--- src/rtl/cpu_pkg.sv ---
// Shared CPU constants: datapath widths, reset vector, PC increment and the bubble encoding.
package cpu_pkg;

    localparam int unsigned ADDR_W  = 32;
    localparam int unsigned INSTR_W = 32;

    localparam logic [ADDR_W-1:0] RESET_PC = 32'h0000_0000;
    localparam int unsigned       PC_STEP  = 4;

    // addi x0, x0, 0
    localparam logic [INSTR_W-1:0] NOP = 32'h0000_0013;

endpackage

--- src/rtl/fetch_fifo.sv ---
// Small synchronous FIFO of {pc, instr} pairs; flush empties it and beats push and pop.
module fetch_fifo #(
    parameter int unsigned ADDR_W  = 32,
    parameter int unsigned INSTR_W = 32,
    parameter int unsigned DEPTH   = 2,
    localparam int unsigned PTR_W  = $clog2(DEPTH),
    localparam int unsigned CNT_W  = PTR_W + 1
) (
    input  logic               clk,
    input  logic               clear,
    input  logic               push,
    input  logic               pop,
    input  logic               flush,
    input  logic [ADDR_W-1:0]  push_pc,
    input  logic [INSTR_W-1:0] push_instr,
    output logic [CNT_W-1:0]   count,
    output logic               empty,
    output logic               full,
    output logic [ADDR_W-1:0]  head_pc,
    output logic [INSTR_W-1:0] head_instr
);

    logic [ADDR_W-1:0]  pc_mem_q    [DEPTH];
    logic [INSTR_W-1:0] instr_mem_q [DEPTH];
    logic [PTR_W-1:0]   wr_ptr_q;
    logic [PTR_W-1:0]   rd_ptr_q;
    logic [CNT_W-1:0]   count_q;
    logic               do_push;
    logic               do_pop;

    always_comb begin
        empty      = (count_q == '0);
        full       = (count_q == CNT_W'(DEPTH));
        do_push    = push & ~flush;
        do_pop     = pop & ~empty & ~flush;
        count      = count_q;
        head_pc    = pc_mem_q[rd_ptr_q];
        head_instr = instr_mem_q[rd_ptr_q];
    end

    always_ff @(posedge clk) begin
        if (clear) begin
            wr_ptr_q <= '0;
            rd_ptr_q <= '0;
            count_q  <= '0;
            for (int i = 0; i < int'(DEPTH); i++) begin
                pc_mem_q[i]    <= '0;
                instr_mem_q[i] <= '0;
            end
        end else if (flush) begin
            wr_ptr_q <= '0;
            rd_ptr_q <= '0;
            count_q  <= '0;
        end else begin
            if (do_push) begin
                pc_mem_q[wr_ptr_q]    <= push_pc;
                instr_mem_q[wr_ptr_q] <= push_instr;
                wr_ptr_q              <= wr_ptr_q + 1'b1;
            end
            if (do_pop) begin
                rd_ptr_q <= rd_ptr_q + 1'b1;
            end
            count_q <= count_q + CNT_W'(do_push) - CNT_W'(do_pop);
        end
    end

endmodule

--- src/rtl/instr_fetch.sv ---
// Fetch stage: owns the PC, issues single-cycle reads to instruction memory and buffers the
// returned words for decode, handling stalls and branch redirects.
module instr_fetch #(
    parameter int unsigned       ADDR_W     = cpu_pkg::ADDR_W,
    parameter int unsigned       INSTR_W    = cpu_pkg::INSTR_W,
    parameter logic [ADDR_W-1:0] RESET_PC   = cpu_pkg::RESET_PC,
    parameter int unsigned       FIFO_DEPTH = 2
) (
    input  logic               clk,
    input  logic               clear,
    input  logic               enable,
    output logic               imem_rd_en,
    output logic [ADDR_W-1:0]  imem_addr,
    input  logic [INSTR_W-1:0] imem_rdata,
    input  logic               redirect_valid,
    input  logic [ADDR_W-1:0]  redirect_pc,
    output logic               if_valid,
    output logic [INSTR_W-1:0] if_instr,
    output logic [ADDR_W-1:0]  if_pc,
    input  logic               id_ready
);

    import cpu_pkg::*;

    localparam int unsigned CNT_W = $clog2(FIFO_DEPTH) + 1;

    logic [ADDR_W-1:0] pc_q;
    logic [ADDR_W-1:0] pc_d;
    logic [ADDR_W-1:0] req_pc_q;
    logic [ADDR_W-1:0] req_pc_d;
    logic              inflight_q;
    logic              inflight_d;
    logic              discard_q;
    logic              discard_d;

    logic [CNT_W-1:0]  count;
    logic              empty;
    logic              full;
    logic              pop;
    logic              push;
    logic              issue;
    logic [CNT_W:0]    occupancy;

    fetch_fifo #(
        .ADDR_W  (ADDR_W),
        .INSTR_W (INSTR_W),
        .DEPTH   (FIFO_DEPTH)
    ) u_fifo (
        .clk        (clk),
        .clear      (clear),
        .push       (push),
        .pop        (pop),
        .flush      (redirect_valid),
        .push_pc    (req_pc_q),
        .push_instr (imem_rdata),
        .count      (count),
        .empty      (empty),
        .full       (full),
        .head_pc    (if_pc),
        .head_instr (if_instr)
    );

    always_comb begin
        if_valid = ~empty;
        pop      = if_valid & id_ready;
        push     = inflight_q & ~discard_q;

        // Credit check: every slot is either occupied or reserved by the read in flight.
        occupancy = (CNT_W+1)'(count) + (CNT_W+1)'(inflight_q) - (CNT_W+1)'(pop);
        issue     = enable & ~redirect_valid & ~clear &
                    (occupancy < (CNT_W+1)'(FIFO_DEPTH));

        imem_rd_en = issue;
        imem_addr  = pc_q;

        pc_d       = pc_q;
        req_pc_d   = req_pc_q;
        inflight_d = issue;
        discard_d  = 1'b0;

        if (redirect_valid) begin
            pc_d      = redirect_pc;
            // The response landing this cycle is already killed by the flush; discard only
            // guards the cycle after.
            discard_d = inflight_q;
        end else if (issue) begin
            pc_d     = pc_q + ADDR_W'(PC_STEP);
            req_pc_d = pc_q;
        end
    end

    always_ff @(posedge clk) begin
        if (clear) begin
            pc_q       <= RESET_PC;
            req_pc_q   <= '0;
            inflight_q <= 1'b0;
            discard_q  <= 1'b0;
        end else begin
            pc_q       <= pc_d;
            req_pc_q   <= req_pc_d;
            inflight_q <= inflight_d;
            discard_q  <= discard_d;
        end
    end

    push_never_full: assert property (@(posedge clk) disable iff (clear) !(push && full))
        else $error("fetch buffer overflow");

endmodule

--- config.mk ---
export PLATFORM = sky130hd
export DESIGN_NAME = instr_fetch
export DESIGN_NICKNAME = d
export VERILOG_FILES = /design/src/rtl/cpu_pkg.sv /design/src/rtl/fetch_fifo.sv /design/src/rtl/instr_fetch.sv
export SDC_FILE = /design/constraint.sdc
export NUM_CORES = 1
export LEC_CHECK = 0
export ABC_AREA = 1
export ABC_CLOCK_PERIOD_IN_PS = 5100
export BUFFER_PORTS_ARGS = -buffer_cell sky130_fd_sc_hd__buf_4
export CORE_MARGIN = 2
export CORE_UTILIZATION = 50
export DETAILED_ROUTE_END_ITERATION = 10
export PLACE_DENSITY = 0.71
export SYNTH_ARGS = -nofsm -noshare
export SYNTH_HDL_FRONTEND = slang
export SYNTH_HIERARCHICAL = 1
export SYNTH_SLANG_ARGS = --single-unit
--- constraint.sdc ---
create_clock -name clk -period 5.1 [get_ports clk]
set_input_delay 1.02 -clock clk [delete_from_list [all_inputs] [get_ports clk]]
set_output_delay 1.02 -clock clk [all_outputs]
set_load 0.005 [all_outputs]
---- After elaboration in Yosys (flattened, before gate mapping) ----
Memories as Yosys holds them, arrays and structs flattened. A register that Yosys moved wholly into a read port is not among the register bits.
Index checks and enable logic that the tools add are counted.
word-level totals
  register bits after elaboration ......... 70
  memories ................................ 2
  bits in latches ......................... 0
  bits of input ports ..................... 69
  bits in read-only memories .............. 0
  logic and storage cells ................. 54
  RAM bits ................................ 128
memory list
  memory              depth  width  rd ports  clocked after memory_dff  wr ports  RTL line          source
  u_fifo.instr_mem_q  2      32     1         1                         2         fetch_fifo.sv:24  logic [INSTR_W-1:0] instr_mem_q [DEPTH];
  u_fifo.pc_mem_q     2      32     1         1                         2         fetch_fifo.sv:23  logic [ADDR_W-1:0] pc_mem_q [DEPTH];
operators by class
  order comparisons ....................... 1
  multipliers ............................. 0
  $add $sub $neg .......................... 7
  shift-type cells ........................ 0
  equality and inequality tests ........... 0
  reduce and logical (&&, ||, !) cells .... 7
  bitwise operators ....................... 12
  divide/modulo/power cells ............... 0
  mux-type cells .......................... 18
operator list
  operator                                                    number
  2-to-1 mux 32 bit                                           4
  OR reduction 32 bit                                         2
  adder 32 x 3 -> 32 bit, second input constant               1
  2-to-1 mux 1 bit                                            14
  AND 1 bit                                                   8
  NOT 1 bit                                                   4
  OR reduction 2 bit                                          2
  adder 2 x 1 -> 3 bit                                        1
  less-than comparator 3 x 2 -> 1 bit, second input constant  1
  subtractor 3 x 1 -> 3 bit                                   1
  adder 1 bit, second input constant                          2
  adder 2 x 1 -> 2 bit                                        1
  zero test 2 bit                                             1
  AND reduction 2 bit                                         1
  nonzero test 2 bit                                          1
  subtractor 2 x 1 -> 2 bit                                   1

---- Logic depth before layout (Yosys ltp) ----
Gate-level depths: netlist of the first run.
  word-level depth ........................ 9
  mapped depth ............................ 16

---- Modules after synthesis ----
Netlist of the first run, hierarchy kept.
modules (own cells, without submodules)
  module       seq. area each (µm²)  area each (µm²)  instances  cells an instance
  fetch_fifo   3,943.8               5,829.3          1          445
  instr_fetch  1,321.3               3,603.5          1          535

---- Worst setup path before layout of the first run ----
No wires, ideal clock.
  kind .................................... input to output
  start point ............................. in id_ready
  end point ............................... out imem_rd_en
  slack ................................... 1,352 ps
  buffers on the path ..................... 1
  cell stages on the path ................. 10
  arrival time ............................ 2,728 ps
  cell sequence ........................... inv_1 > nor2_1 > ha_1 > or2_2 > fa_1 > nand2_1 > nor2_8 > nand2_8 > clkinv_4 > buf_2
on the way
  cells in the longest elaborated chain, start to end .. 4
ends and longest elaborated chain
  what                                 RTL line           source
  from (decl)                          instr_fetch.sv:20  input logic id_ready
  AND 1 bit                            instr_fetch.sv:65  pop = if_valid & id_ready;
  net pop                              instr_fetch.sv:39  logic pop;
  subtractor 3 x 1 -> 3 bit            instr_fetch.sv:69  occupancy = (CNT_W+1)'(count) + (CNT_W+1)'(inflight_q) - (CNT_W+1)'(pop);
  less-than comparator 3 x 2 -> 1 bit  instr_fetch.sv:71  (occupancy < (CNT_W+1)'(FIFO_DEPTH));
  AND 1 bit                            instr_fetch.sv:70  issue = enable & ~redirect_valid & ~clear &
  to (decl)                            instr_fetch.sv:12  output logic imem_rd_en,
The timed path passes the listed nets, and every way through them passes these cells.

---- Worst setup path in the final report of the first run ----
Same ends and word-level chain as after synthesis.

==> results of run 1 <==
[sequential cells by signal, indices dropped and copies added, names as in the netlist, named ones only]
register / flops
inflight_q: 1
u_fifo/wr_ptr_q: 1
imem_addr: 32
discard_q: 1
u_fifo/count: 2
u_fifo/rd_ptr_q: 1
u_fifo/pc_mem_q: 64
u_fifo/instr_mem_q: 64
req_pc_q: 32
[metal layers]
layer	wire length, um	vias up	track usage (%)	share of wire [%]
met4	140	0	4.42	0.69
met5	0	-	0	0
met2	9430	195	33.6	47
li1	-	3475	-	-
met3	1220	11	3.48	6.0
met1	9480	3186	29.2	47
[worst max path at each step]
stage / slack [ns] / cells after the start / endpoint / start
floorplan: 1.35 / 10 / imem_rd_en / id_ready
global placement: 1.12 / 11 / imem_rd_en / id_ready
detailed placement: 1.08 / 11 / imem_rd_en / id_ready
CTS: 1.07 / 11 / imem_rd_en / id_ready
global route: 0.97 / 11 / imem_rd_en / id_ready
finish: 1.10 / 11 / imem_rd_en / id_ready
[stage by stage]
step,cells,total power [uW]
2_1_floorplan,979,2000
3_3_place_gp,1341,2130
3_5_place_dp,1341,2140
4_1_cts,1373,3450
5_1_grt,1373,3550
6_report,1373,3430
[power by group through the flow]
| stage | clock network [uW] | logic (uW) | registers, uW |
|---|---|---|---|
| finish | 1330 | 284 | 1820 |
| global route | 1410 | 316 | 1820 |
| CTS | 1340 | 287 | 1820 |
| detailed placement | 0 | 286 | 1850 |
| global placement | 0 | 281 | 1850 |
| floorplan | 0 | 155 | 1840 |
[final cells by class]
cell class,instances,area [um^2],area share (%)
inverters,139,534,4.72
well taps,234,293,2.59
clock inverters,11,135,1.19
flip-flops and latches,199,5270,46.6
repair buffers,172,1290,11.4
clock buffers,21,440,3.89
multi-input cells,597,3350,29.6
[worst max-delay path, stage by stage]
cell and delay, ns:
buf_4 0.08, inv_1 0.03, nor2_1 0.11, ha_1 0.24, or2_2 0.31, fa_1 0.49
nand2_1 0.13, nor2_8 0.16, nand2_8 0.20, clkinv_4 0.10, buf_4 0.11
==> impl_metrics.yaml, run 1 <==
outcome:
  status: "finished, final reports clean"
layout:
  drive_above_1_share_pct: 30.4
  area_growth_pct: 19.9
  final_common_cell: "buf_4"
  fill_cells: 1593
  final_net_count: 1200
  fin_util_pct: 60.9
  postLayoutCellArea_um2: 11300
  final_cell_mix: "buf_4 (172), nor2_1 (161), nand2_1 (141)"
  n_antenna_cell: 0
die:
  die_w_um: 141
  initial_core_util_pct: 50.7
  chipHeight_um: 141
  ioPinCount: 167
  dieArea_um2: 20000
  rows: 50
  design.core.area_um2: 18600
power_and_ir_drop:
  power_density_nw_per_um2: 303
  netSwitchingFraction_pct: 22.0
  cellLeakagePower_uw: 0.00476
  p_clk_share_pct: 38.7
  p_int_uw: 2670
  max-vdd-ir-drop_v: 0.000262
  seqPwrFrac_pct: 53.0
  power_switching_uw: 754
  p_comb_share_pct: 8.3
cts:
  htreeDepth: 4
  cts_resized: 0
  cts_tree: "yes"
  max-clock-path-buffers: 2
  numCtsBuffers: 17
  clock-sinks: 199
  clk-insertion-delay-late_ns: 0.42
  cts-root-buf: "clkbuf_16"
  postCtsSetupBuffers: 0
  ctsHoldBuffers: 0
  clk_pin_slew_ns: 0.07
worst_setup_path:
  cp-start-kind: "input port"
  cp-end-kind: "primary output"
  regToRegEndpoint: "imem_addr[28]"
  reg2regPathDepth: 14
  critPathKind: "input port to primary output"
  critPathMaxFanout: 52
  r2r_slack_ns: 1.70
  r2r-start: "u_fifo/count[1]"
  critPathArrivalTime_ns: 2.98
  required_ns: 4.08
place:
  port-buffer-count: 166
  preCtsSetupSlack_ns: 1.08
  gp_congestion: 0.903
  dpl_cell_area_um2: 10700
  place_hpwl_mm: 13.4
grt:
  grt_overflow: 0
  track_usage_pct: 20.6
  grt_pass1_wl_mm: 32.7
  grt_pass1_vias: 6534
  grt_max_degree: 65
  antenna_found_initial: 0
flow_run:
  maxCapViolations: 0
synth:
  synth_area_per_cell_um2: 9.63
  synth_nets: 1053
  synth_warnings: 6
  netlist_instances: 979
  synth_area_um2: 9430
route:
  wl_per_cell_um: 14.8
  drc: 0
  vias_per_cell: 5.00
  dr.pass1.iters: 5
  drt-initial-drc-count: 434
  drtAntennaViolNets: 0
  vias: 6867
  finalWirelength_mm: 20.3
sta:
  fin_crit_sh_pct: 78.4
  rsz0062_at_grt: "false"
  fin_ws_ns: 1.10
  fin_crit_ns: 4.00
  holdWs_ns: 0.461
  report.final.slew_viol_count: 0
  tns_ns: 0
  finalSetupViolCount: 0
  fmax_ghz: 0.250
  fin_skew_ns: 0.00855
  worst_slew_pin_slew_ns: 1.04
  hold_viol: 0
  slew_headroom_pct: 31.0
hold_path:
  hold_end: "discard_q"
  min_from: "inflight_q"
  hold_path_depth: 2
  hp-class: "flop to flop"
Note: power is estimated with default switching activity, not from simulation.
==> run 2, diff against run 1 <==
--- a/config.mk
+++ b/config.mk
@@ -6,12 +6,12 @@
 export NUM_CORES = 1
 export LEC_CHECK = 0
 export ABC_AREA = 1
-export ABC_CLOCK_PERIOD_IN_PS = 5100
+export ABC_CLOCK_PERIOD_IN_PS = 3600
 export BUFFER_PORTS_ARGS = -buffer_cell sky130_fd_sc_hd__buf_4
 export CORE_MARGIN = 2
 export CORE_UTILIZATION = 50
 export DETAILED_ROUTE_END_ITERATION = 10
-export PLACE_DENSITY = 0.71
+export PLACE_DENSITY = 0.73
 export SYNTH_ARGS = -nofsm -noshare
 export SYNTH_HDL_FRONTEND = slang
 export SYNTH_HIERARCHICAL = 1
==> constraint.sdc (replaced) <==
create_clock -name clk -period 3.6 [get_ports clk]
set_input_delay 0.72 -clock clk [delete_from_list [all_inputs] [get_ports clk]]
set_output_delay 0.72 -clock clk [all_outputs]
set_load 0.005 [all_outputs]
==> run 2 against run 1 <==
Effect of this change:
- sequential share of layout area decreased by 0.25 points
- critical endpoint unchanged
- critical path type is now flop to primary output
- utilization increased by 0.34 points
- critical path depth fell by 1
- largest power group unchanged
- design area rose by 0.55%
==> impl_metrics.yaml, run 2 (synthesis gave the netlist of run 1 again) <==
cts:
  numCtsBuffers: 17
  clock-sinks: 199
  postCtsSetupBuffers: 0
  clk_pin_slew_ns: 0.07
  clk-insertion-delay-late_ns: 0.43
  ctsHoldBuffers: 0
  max-clock-path-buffers: 2
  cts_tree: "yes"
  htreeDepth: 4
  cts-root-buf: "clkbuf_16"
die:
  design.core.area_um2: 18600
  die_w_um: 141
  initial_core_util_pct: 50.7
  rows: 50
  chipHeight_um: 141
  dieArea_um2: 20000
  ioPinCount: 167
grt:
  antenna_found_initial: 0
  grt_pass1_vias: 6577
  grt_max_degree: 65
  grt_pass1_wl_mm: 32.5
  track_usage_pct: 20.6
  grt_overflow: 0
sta:
  report.final.slew_viol_count: 0
  worst_slew_pin_slew_ns: 1.05
  fin_skew_ns: 0.00884
  fmax_ghz: 0.296
  rsz0062_at_grt: "false"
  hold_viol: 0
  finalSetupViolCount: 0
  slew_headroom_pct: 30.2
  fin_crit_sh_pct: 93.7
  fin_crit_ns: 3.37
  tns_ns: 0
place:
  place_hpwl_mm: 13.2
  port-buffer-count: 166
  gp_congestion: 0.872
route:
  dr.pass1.iters: 5
  drtAntennaViolNets: 0
  finalWirelength_mm: 19.9
  vias: 6881
  wl_per_cell_um: 14.5
  vias_per_cell: 5.00
  drc: 0
  drt-initial-drc-count: 351
layout:
  fin_util_pct: 61.2
  final_net_count: 1202
  fill_cells: 1590
  n_antenna_cell: 0
  final_common_cell: "buf_4"
  area_growth_pct: 20.6
  reg.largest.list: "u_fifo/instr_mem_q (64), u_fifo/pc_mem_q (64)"
  seq_area_um2: 5270
  drive_above_1_share_pct: 31.1
  multiInputGateArea_um2: 3350
  final_cell_mix: "buf_4 (170), nor2_1 (161), nand2_1 (141)"
power_and_ir_drop:
  power_density_nw_per_um2: 422
  cellLeakagePower_uw: 0.00479
  p_clk_share_pct: 38.0
  netSwitchingFraction_pct: 23.5
  p_comb_share_pct: 8.5
  max-vdd-ir-drop_v: 0.000324
  seqPwrFrac_pct: 53.6
  power_switching_uw: 1130
  p_int_uw: 3670
hold_path:
  hp-class: "flop to flop"
outcome:
  status: "finished, final reports clean"
worst_setup_path:
  critPathMaxFanout: 12
  cp-end-kind: "primary output"
  critPathArrivalTime_ns: 2.65
  required_ns: 2.88
  critPathKind: "flop to primary output"
  cp-start-kind: "flop"
flow_run:
  maxCapViolations: 0
==> run 2: final cells by class <==
cell class              instances  area share (%)
flip-flops and latches        199            46.3
multi-input cells             597            29.5
repair buffers                174            11.9
inverters                     139            4.70
clock buffers                  17            3.74
well taps                     234            2.57
clock inverters                15            1.24
==> run 2: final timing paths <==
| check | from | end | slack [ns] | cells after the start |
|---|---|---|---|---|
| worst max-delay path | u_fifo/count[1] | imem_rd_en | 0.23 | 10 |
| worst min-delay path | inflight_q | discard_q | 0.48 | 2 |
| worst max register to register | u_fifo/count[1] | imem_addr[9] | 0.67 | 14 |
| worst min register to register | inflight_q | discard_q | 0.48 | 2 |
==> run 2: layer usage <==
metal | global-route usage [%] | up-vias | wire length [um] | part of all wire (%)
met5 | 0 | - | 0 | 0
met4 | 5.26 | 0 | 210 | 1.1
met3 | 3.81 | 16 | 1210 | 6.1
met2 | 34.2 | 213 | 9410 | 47
met1 | 28.1 | 3183 | 9050 | 46
li1 | - | 3469 | - | -
==> run 2: timing repair <==
action / CTS / global route
endpoints found under the setup margin: 0 / 1
gates resized for setup: 0 / 1
hold endpoints to repair: 0 / 0
==> run 2: per-stage QoR <==
step | instance area [um^2] | worst slack [ns] | total power, uW | hold WS [ns] | std cells
floorplan | 9430 | 0.452 | 2830 | 0.428 | 979
global placement | 10800 | 0.378 | 3020 | 0.464 | 1343
detailed placement | 10800 | 0.356 | 3030 | 0.467 | 1343
CTS | 11400 | 0.114 | 4860 | 0.483 | 1375
global route | 11400 | 0.0627 | 4990 | 0.504 | 1375
finish | 11400 | 0.226 | 4800 | 0.481 | 1375
==> run 2: critical path, stage by stage, from the launching register on <==
cell	delay, ns
dfxtp_2	0.36
nor2_1	0.18
nor2_1	0.09
ha_1	0.26
or2_2	0.30
fa_1	0.49
nand2_1	0.13
nor2_8	0.16
nand2_8	0.10
clkinv_4	0.07
buf_4	0.10
==> run 2: power groups by stage <==
stage	Combinational, uW	Sequential [uW]	Clock [uW]
global route	456	2580	1950
floorplan	220	2610	0
finish	407	2570	1820
global placement	405	2620	0
CTS	413	2570	1870
detailed placement	411	2620	0
==> run 3, diff against run 2 <==
--- a/config.mk
+++ b/config.mk
@@ -7,11 +7,11 @@
 export LEC_CHECK = 0
 export ABC_AREA = 1
 export ABC_CLOCK_PERIOD_IN_PS = 3600
-export BUFFER_PORTS_ARGS = -buffer_cell sky130_fd_sc_hd__buf_4
+export BUFFER_PORTS_ARGS = -buffer_cell sky130_fd_sc_hd__buf_2
 export CORE_MARGIN = 2
 export CORE_UTILIZATION = 50
 export DETAILED_ROUTE_END_ITERATION = 10
-export PLACE_DENSITY = 0.73
+export PLACE_DENSITY = 0.74
 export SYNTH_ARGS = -nofsm -noshare
 export SYNTH_HDL_FRONTEND = slang
 export SYNTH_HIERARCHICAL = 1
==> run 3 against run 2 <==
Effect of this change:
- clock-buffer cell count increased by 2
- die area did not move
- critical path depth is the same
- wire length decreased by 0.69%
- cell count rose by 0.36%
- via count shrank 0.33%
- first-iteration DRC count rose by 12%
- largest power group unchanged
==> impl_metrics.yaml, run 3 (synthesis gave the netlist of run 1 again) <==
layout:
  final_common_cell: "buf_2"
  n_antenna_cell: 0
  seq_area_um2: 5270
  multiInputGateArea_um2: 3350
  fill_cells: 1596
  final_cell_mix: "buf_2 (166), nor2_1 (161), nand2_1 (141)"
  final_net_count: 1207
  area_growth_pct: 16.8
  postLayoutCellArea_um2: 11000
  stdcell_count: 1380
  reg.largest.list: "u_fifo/instr_mem_q (64), u_fifo/pc_mem_q (64)"
  drive_above_1_share_pct: 31.3
hold_path:
  min_from: "req_pc_q[28]"
  hp-class: "flop to flop"
  hold_end: "req_pc_q[28]"
  hold_path_depth: 2
route:
  top_layer: "met4"
  dr.pass1.iters: 5
  drtAntennaViolNets: 0
  vias_per_cell: 4.97
  drt-initial-drc-count: 392
  wl_per_cell_um: 14.3
  wl_met3_um: 979
  wl_met1_mm: 9.16
  vias: 6858
  wl_met2_mm: 9.30
  drc: 0
  finalWirelength_mm: 19.7
place:
  dpl_cell_area_um2: 10400
  port-buffer-count: 166
  gp_congestion: 0.874
  place_hpwl_mm: 13.3
  preCtsSetupSlack_ns: 0.243
  placed_cells: 1348
flow_run:
  maxCapViolations: 0
sta:
  fmax_ghz: 0.288
  fin_ws_ns: 0.122
  fin_crit_sh_pct: 96.6
  worst_slew_pin_slew_ns: 0.788
  report.final.slew_viol_count: 0
  fin_skew_ns: 0.00896
  tns_ns: 0
  finalSetupViolCount: 0
  slew_headroom_pct: 47.5
  hold_viol: 0
  rsz0062_at_grt: "false"
  fin_crit_ns: 3.48
grt:
  grt_max_degree: 65
  track_usage_pct: 19.8
  grt_overflow: 0
  grt_pass1_vias: 6276
  grt_pass1_wl_mm: 31.4
  antenna_found_initial: 0
cts:
  cts_tree: "yes"
  postCtsSetupBuffers: 0
  clk-insertion-delay-late_ns: 0.42
  numCtsBuffers: 17
  clock-sinks: 199
  ctsHoldBuffers: 0
  max-clock-path-buffers: 2
  clk_pin_slew_ns: 0.07
  cts-root-buf: "clkbuf_16"
  htreeDepth: 4
die:
  design.core.area_um2: 18600
  chipHeight_um: 141
  ioPinCount: 167
  rows: 50
  dieArea_um2: 20000
  initial_core_util_pct: 50.7
  die_w_um: 141
power_and_ir_drop:
  cellLeakagePower_uw: 0.00473
  max-vdd-ir-drop_v: 0.000317
  power_density_nw_per_um2: 441
worst_setup_path:
  cp-end-kind: "primary output"
  critPathMaxFanout: 30
  cp-start-kind: "flop"
  regToRegEndpoint: "imem_addr[29]"
  critPathKind: "flop to primary output"
  path_cells: "nor2_1 -> nor2_1 -> ha_1 -> or2_2 -> fa_1 -> nand2_1 -> nor2_8 -> nand2_8 -> clkinv_4 -> buf_2"
  required_ns: 2.88
  cp_common_cell: "nor2_1"
  r2r_slack_ns: 0.68
  critPathArrivalTime_ns: 2.76
  slowest_delay_ns: 0.49
  r2r-start: "u_fifo/count[1]"
  cpMaxStageDelayCell: "fa_1"
  reg2regPathDepth: 14
outcome:
  status: "finished, final reports clean"
## run 3: cell count changes in the layout (fill, tap and decap cells not counted), moves of 2 or more
cell	before	now
buf_2	0	166
buf_4	170	10
inv_6	7	2
clkinv_2	2	5
bufinv_16	1	3
clkinv_4	4	2
## run 3: stage by stage
stage,power [uW],util (%),hold slack (ns)
3_3_place_gp,2980,56.0,0.464
2_1_floorplan,2830,-,0.428
6_report,4850,59.3,0.478
3_5_place_dp,2980,56.0,0.471
5_1_grt,5030,59.3,0.499
4_1_cts,4900,59.2,0.477
## run 3: repair_timing
| item | 4_1_cts | 5_1_grt |
|---|---|---|
| endpoints found under the setup margin | 0 | 1 |
| resized for setup | 0 | 2 |
| hold endpoints to repair | 0 | 0 |
## run 3: worst max-delay path by stage
stage                     slack, ns          to  cells after the start            start
after floorplan                0.45  imem_rd_en                     10         id_ready
after global placement         0.30  imem_rd_en                     11         id_ready
after detailed placement       0.24  imem_rd_en                     11         id_ready
after CTS                      0.03  imem_rd_en                     10  u_fifo/count[1]
after global routing          0.004  imem_rd_en                     10  u_fifo/count[1]
final                          0.12  imem_rd_en                     10  u_fifo/count[1]
## run 3: layer usage
layer,global-route usage (%),vias to the layer above
li1,-,3482
met1,27.3,3157
met2,32.4,201
met3,3.14,18
met4,6.11,0
met5,0,-
## run 3: cell type report
type	instances	share of cell area [%]
clock buffer	19	4.02
multi-input combinational	597	30.4
sequential	199	47.9
inverter	139	4.85
clock inverter	13	1.41
timing repair buffer	179	8.77
tap	234	2.66
## run 3: power breakdown
| part | total [uW] | internal [uW] | switching (uW) |
|---|---|---|---|
| sequential | 2570 | 2510 | 55.6 |
| combinational | 362 | 145 | 216 |
| clock | 1920 | 1110 | 809 |
| total | 4850 | 3770 | 1080 |
## run 3: critical path, delay by kind of cell, from the launching register on
kind          cells  cell delay, ns
flops             1            0.37
simple gates      6            1.01
buf+inv           2            0.20
fa+ha+maj         2            0.75
